$ cat config.mk
export PLATFORM = sky130hd
export DESIGN_NAME = pushbutton_conditioner
export DESIGN_NICKNAME = d
export VERILOG_FILES = /design/src/rtl/io_pkg.sv /design/src/rtl/btn_debounce.sv /design/src/rtl/pushbutton_conditioner.sv
export SDC_FILE = /design/constraint.sdc
export NUM_CORES = 1
export LEC_CHECK = 0
export ABC_AREA = 1
export CAP_MARGIN = 20
export CORE_MARGIN = 2
export CORE_UTILIZATION = 30
export DETAILED_ROUTE_END_ITERATION = 6
export DONT_BUFFER_PORTS = 1
export PLACE_DENSITY = 0.56
export SYNTH_ARGS = -nofsm -noshare
export SYNTH_HDL_FRONTEND = slang
export SYNTH_SLANG_ARGS = --single-unit
$ cat constraint.sdc
create_clock -name clk -period 2.5 [get_ports clk]
set_input_delay 0.125 -clock clk [delete_from_list [all_inputs] [get_ports clk]]
set_output_delay 0.125 -clock clk [all_outputs]
set_load 0.05 [all_outputs]
$ cat src/rtl/io_pkg.sv
// Shared I/O constants for the 4-bit processor's input-conditioning blocks.
// Debounce defaults for simulation and for real boards.
package io_pkg;
  localparam int IO_WIDTH  = 4;
  localparam int DEB_SIM   = 4;
  localparam int DEB_BOARD = 65536;

  typedef logic [IO_WIDTH-1:0] btn_t;
endpackage

$ cat src/rtl/btn_debounce.sv
// Single-bit pushbutton path: 2-flop synchroniser, qualification counter,
// debounced level register and a one-cycle rise indication.
module btn_debounce #(
  parameter int DEBOUNCE_CYCLES = 16
) (
  input  logic clk,
  input  logic reset,
  input  logic raw_i,
  output logic level_o,
  output logic rise_o
);
  localparam int CW = $clog2(DEBOUNCE_CYCLES);
  localparam logic [CW-1:0] CMAX = CW'(DEBOUNCE_CYCLES - 1);

  logic          s1_q, s2_q;
  logic          level_q, level_d;
  logic [CW-1:0] cnt_q, cnt_d;
  logic          at_max;

  assign at_max = (cnt_q == CMAX);

  // Any sample matching the stable level restarts the window.
  always_comb begin
    cnt_d   = '0;
    level_d = level_q;
    if (s2_q != level_q) begin
      if (at_max) level_d = s2_q;
      else        cnt_d   = cnt_q + 1'b1;
    end
  end

  always_ff @(posedge clk or posedge reset) begin
    if (reset) begin
      s1_q    <= 1'b0;
      s2_q    <= 1'b0;
      level_q <= 1'b0;
      cnt_q   <= '0;
    end else begin
      s1_q    <= raw_i;
      s2_q    <= s1_q;
      level_q <= level_d;
      cnt_q   <= cnt_d;
    end
  end

  assign level_o = level_q;
  assign rise_o  = s2_q & ~level_q & at_max;
endmodule

$ cat src/rtl/pushbutton_conditioner.sv
// Conditions raw pushbuttons for the processor IN port: debounce per bit,
// sticky press latch cleared by the read strobe, selectable output source.
module pushbutton_conditioner
  import io_pkg::*;
#(
  parameter int WIDTH           = IO_WIDTH,
  parameter int DEBOUNCE_CYCLES = 16,
  parameter int STICKY_OUT      = 1
) (
  input  logic             clk,
  input  logic             reset,
  input  logic [WIDTH-1:0] btn_raw,
  input  logic             rd_strobe,
  output logic [WIDTH-1:0] btn_level,
  output logic [WIDTH-1:0] btn_pressed,
  output logic [WIDTH-1:0] btn_to_cpu
);
  logic [WIDTH-1:0] level;
  logic [WIDTH-1:0] rise;
  logic [WIDTH-1:0] pressed_q, pressed_d;

  for (genvar i = 0; i < WIDTH; i++) begin : g_bit
    btn_debounce #(
      .DEBOUNCE_CYCLES(DEBOUNCE_CYCLES)
    ) u_deb (
      .clk    (clk),
      .reset  (reset),
      .raw_i  (btn_raw[i]),
      .level_o(level[i]),
      .rise_o (rise[i])
    );
  end

  // A press landing on the read edge wins so it is seen by the next read.
  assign pressed_d = rise | (pressed_q & ~{WIDTH{rd_strobe}});

  always_ff @(posedge clk or posedge reset) begin
    if (reset) pressed_q <= '0;
    else       pressed_q <= pressed_d;
  end

  assign btn_level   = level;
  assign btn_pressed = pressed_q;
  assign btn_to_cpu  = (STICKY_OUT != 0) ? pressed_q : level;
endmodule

# Word-level counts from Yosys, hierarchy flattened
# Index checks and enable logic that the tools add are counted.
dict set report word_totals {
  reg_bits 32
  inputBits 7
  out_inout_bits 12
  word_cells 56
}
dict set report classes {
  n_eq_ne 8
  bitwise_logic 15
  n_mux 8
  reduce_logical 4
  add_sub_neg 4
}
# op count
set op_table {}
lappend op_table {{4-bit 2-to-1 mux} 8}
lappend op_table {{4-bit by 1-bit adder with 4-bit output, second input constant} 4}
lappend op_table {{4-bit equality test, second input constant} 4}
lappend op_table {{1-bit bitwise AND} 8}
lappend op_table {{2-bit AND reduction} 4}
lappend op_table {{4-bit bitwise AND} 1}
lappend op_table {{1-bit != test} 4}
lappend op_table {{1-bit NOT} 4}
lappend op_table {{4-bit NOT} 1}
lappend op_table {{4-bit bitwise OR} 1}

# Logic depth before layout (Yosys ltp)
dict set report logic_depth {
  ltp_word 4
  mapped_depth 5
  mapped_depth_nobuf 5
}

# By module
# Synthesis repeated with hierarchy kept, for this count alone.
dict set report hier_totals {
  hier_cells 158
  area_unflattened_um2 1403.8
}
# module instances area_per_inst_um2 seq_area_each_um2 cells_per_inst
set by_module_without_submodules {}
lappend by_module_without_submodules {btn_debounce 4 305.3 175.2 34}
lappend by_module_without_submodules {pushbutton_conditioner 1 182.7 100.1 22}

# Worst setup path before layout
# No wires, ideal clock.
dict set report synth_path {
  path_type {register -> output}
  from {register pressed_q[0], in the netlist btn_pressed[0]}
  to {output port btn_to_cpu[0]}
  stages_incl_launch_ff 2
  slack_ns 1.471
  arrival_time_ns 0.904
  cell_sequence {dfrtp_1 buf_4}
}
# item line
set synth_lines {}
lappend synth_lines {{from (decl)} pushbutton_conditioner.sv:20} ;# logic [WIDTH-1:0] pressed_q, pressed_d;
lappend synth_lines {{from (signal assigned)} pushbutton_conditioner.sv:39} ;# else pressed_q <= pressed_d;
lappend synth_lines {{to (decl)} pushbutton_conditioner.sv:16} ;# output logic [WIDTH-1:0] btn_to_cpu
# No word-level cell between the ends.

# Final worst setup path
dict set report layout_path {
  from {register g_bit[0].u_deb.level_q}
  to {register g_bit[0].u_deb.cnt_q[2]}
}
dict set report layout_between {
  elab_chain_cells 2
}
# item line
set layout_rtl {}
lappend layout_rtl {{from (decl)} btn_debounce.sv:16} ;# logic level_q, level_d;
lappend layout_rtl {{from (signal assigned)} btn_debounce.sv:41} ;# level_q <= level_d;
lappend layout_rtl {{1-bit != test} btn_debounce.sv:26} ;# if (s2_q != level_q) begin
lappend layout_rtl {{4-bit 2-to-1 mux} btn_debounce.sv:26}
lappend layout_rtl {{named net g_bit[0].u_deb.cnt_d[2]} btn_debounce.sv:17} ;# logic [CW-1:0] cnt_q, cnt_d;
lappend layout_rtl {{to (signal assigned)} btn_debounce.sv:42} ;# cnt_q <= cnt_d;
lappend layout_rtl {{to (decl)} btn_debounce.sv:17}
# The timed path passes the listed nets, and every way through them passes these cells.
# A chain may end at the register's enable or synchronous reset.

==> results by group <==
Cells and area
  – Diodes inserted: 0
  – Share of cells above drive strength 1: 17.57%
  – Commonest non-fill, non-tap cell in the layout: dfrtp_1
  – Nets: 162
  – Most frequent cells in the layout: dfrtp_1 (32), inv_1 (21), nand2_1 (20)
  – Final Util: 36.39%
  – P&R area growth vs syn: 15.05%
  – Cell Count, Final, Fillers Out: 200
  – Filler cells: 422

STA
  – Period utilisation layout: 58.58%
  – Clock skew: 7.810 ps
  – FMAX: 0.6828 GHz
  – Worst slew pin tran: 499.1 ps
  – Slew Viols, Final: 0
  – Final number of hold-violating endpoints: 0
  – # setup viols final: 0
  – Tmin final: 1465 ps
  – Setup TNS: 0 ps
  – RSZ-0062 raised after global routing: false
  – Final Hold Slack: 351.3 ps
  – Slew headroom: 66.73%

Floorplanning
  – IO Pins: 19
  – Initial Util: 31.63%
  – Row count: 24
  – Die Ht: 72.23 um
  – Full die area: 5216 um2
  – Core box area: 4414 um2
  – Die X: 72.23 um

Global route
  – Largest net degree at the start of global routing: 33
  – Vias in the first global route: 935
  – GRT overflow: 0
  – Initial antenna violation count: 0
  – First-pass GRT wire length: 3953 um
  – GRT Resource Usage Total: 10.14%

Routing
  – Wire per inst: 11.04 um
  – Drt pass-1 iters: 4
  – Routed vias: 903
  – Antenna Nets Post-Route: 0
  – Vias per inst: 4.515
  – DRC Markers: 0
  – Final WL: 2208 um
  – Iteration-0 DRC Markers: 66

Clock tree
  – Sinks on Clock Net: 32
  – Setup Buffers After CTS: 0
  – Clk Latency, worst-skew pair: 280 ps
  – CTS Buf Count: 5
  – CTS Buffer Depth: 2
  – CTS clk-pin slew, worst paths: 60 ps
  – Root Buffer Master: clkbuf_8
  – CTS tree: done
  – H-tree Lvls: 2

Worst setup path
  – RR Startpoint: g_bit[0].u_deb.level_o
  – Crit path largest cell delay: 650 ps
  – CP max FO: 3
  – Arrival time worst endpoint: 1660 ps
  – Largest delay share family, worst path: flip-flops
  – Setup crit start kind: register
  – RR Endpoint: g_bit[0].u_deb.cnt_q[2]
  – R2R setup slack: 1040 ps
  – Crit-path cells: inv_1 -> ha_1 -> inv_1 -> o21ai_0 -> a21oi_1
  – CP max stage cell: dfrtp_1
  – Cells on worst reg2reg path: 5
  – Critical path type: register to register
  – Most common cell on crit path: inv_1
  – Endpoint class of the critical path: register
  – Required time worst endpoint: 2700 ps
  – WP buf/inv: 2

Logic synthesis
  – Avg Inst Size Synth: 10.19 um2
  – Flops & latches, synth: 32
  – Yosys Warn Count: 0
  – Sequential fraction of the synthesis area: 57.35%
  – Cell count after synthesis: 137
  – Post-Synthesis Cell Area: 1396 um2
  – Net count after synthesis: 152
  – Yosys cell types: 15

Place
  – Final RePlAce weighted congestion: 0.7319
  – DP HPWL: 1629 um
  – Placed instance count: 186
  – Port Buffers: 0

Power and ir drop
  – Power Density: 679.4 nW/um2
  – Worst vdd ir: 0.0003568 V
  – Final Power: 1.091 mW
  – Leakage: 0.7813 nW

Hold path
  – Hold depth: 0
  – Hold Path Class: register to register
  – Endpoint, Worst Hold: g_bit[2].u_deb.s2_q
  – Hold Startpoint: g_bit[2].u_deb.s1_q

Status
  – Status: finished clean

Job
  – Max cap viols: 0
synth_stat cells:
| library cell | instances | area (um2) |
|---|---|---|
| dfrtp_1 | 32 | 800.8 |
| nor2_2 | 4 | 25.02 |
| o21ai_2 | 3 | 26.28 |
| o21ai_1 | 4 | 20.02 |
| buf_4 | 8 | 60.06 |
| o21ai_0 | 5 | 25.02 |
| nand3_2 | 7 | 70.07 |
| ha_1 | 8 | 100.1 |
| nand3_1 | 5 | 25.02 |
| nor2_1 | 8 | 30.03 |
| a21oi_1 | 4 | 20.02 |
| nand4_1 | 4 | 25.02 |
| inv_1 | 21 | 78.83 |
| clkinv_1 | 4 | 15.01 |
| nand2_1 | 20 | 75.07 |
layout make-up:
| class | count | area (um2) | share of cell area, % |
|---|---|---|---|
| Inverter | 25 | 93.84 | 5.841 |
| Sequential cell | 32 | 800.8 | 49.84 |
| Multi-Input combinational cell | 72 | 441.7 | 27.49 |
| Clock inverter | 2 | 35.03 | 2.181 |
| Timing Repair Buffer | 11 | 97.59 | 6.075 |
| Clock buffer | 6 | 72.57 | 4.517 |
| Tap cell | 52 | 65.06 | 4.050 |
report_power, final:
| part | internal (mW) | switching, mW |
|---|---|---|
| registers | 0.540 | 0.0198 |
| logic | 0.0225 | 0.0340 |
| clock network | 0.295 | 0.180 |
worst max path at each step:
stage                                      start                      end  slack, ps  cells past startpoint
after CTS                 g_bit[3].u_deb.level_o  g_bit[3].u_deb.cnt_q[2]       1020                      5
after floorplan                   btn_pressed[0]            btn_to_cpu[0]       1470                      1
final                     g_bit[0].u_deb.level_o  g_bit[0].u_deb.cnt_q[2]       1040                      5
after global routing      g_bit[1].u_deb.level_o  g_bit[1].u_deb.cnt_q[2]        960                      5
after global placement    g_bit[1].u_deb.level_o  g_bit[1].u_deb.cnt_q[2]       1080                      5
after detailed placement  g_bit[1].u_deb.level_o  g_bit[1].u_deb.cnt_q[2]       1030                      5
logic make-up after synthesis:
kind of cell	count (synthesis)	synth area share, %
simple gates	48	17.92
fa+ha+maj	8	7.169
buf+inv	33	11.02
flops	32	57.35
compound gates	16	6.541
state kept, by name, indices dropped and copies added, names as in the netlist:
signal               cells
g_bit.u_deb.s2_q         4
g_bit.u_deb.level_o      4
btn_pressed              4
g_bit.u_deb.s1_q         4
g_bit.u_deb.cnt_q       16
per-stage QoR:
| step | cell area, um2 | worst slack [ps] |
|---|---|---|
| after floorplan | 1396 | 1471 |
| after global placement | 1439 | 1078 |
| after detailed placement | 1439 | 1030 |
| after CTS | 1607 | 1025 |
| after global routing | 1607 | 960.8 |
| final | 1607 | 1035 |
what timing repair did:
item	CTS	global route
hold endpoints to repair	40	0
hold buffers	6	0
gates resized for setup	0	0
metal layers:
layer	up-vias	wire [um]	track usage [%]
met5	-	0	0
met4	0	31	5.031
met3	4	138	4.167
met2	18	1059	16.51
met1	436	978	11.47
li1	445	-	-
No activity file was read; power rests on OpenSTA's default activity.
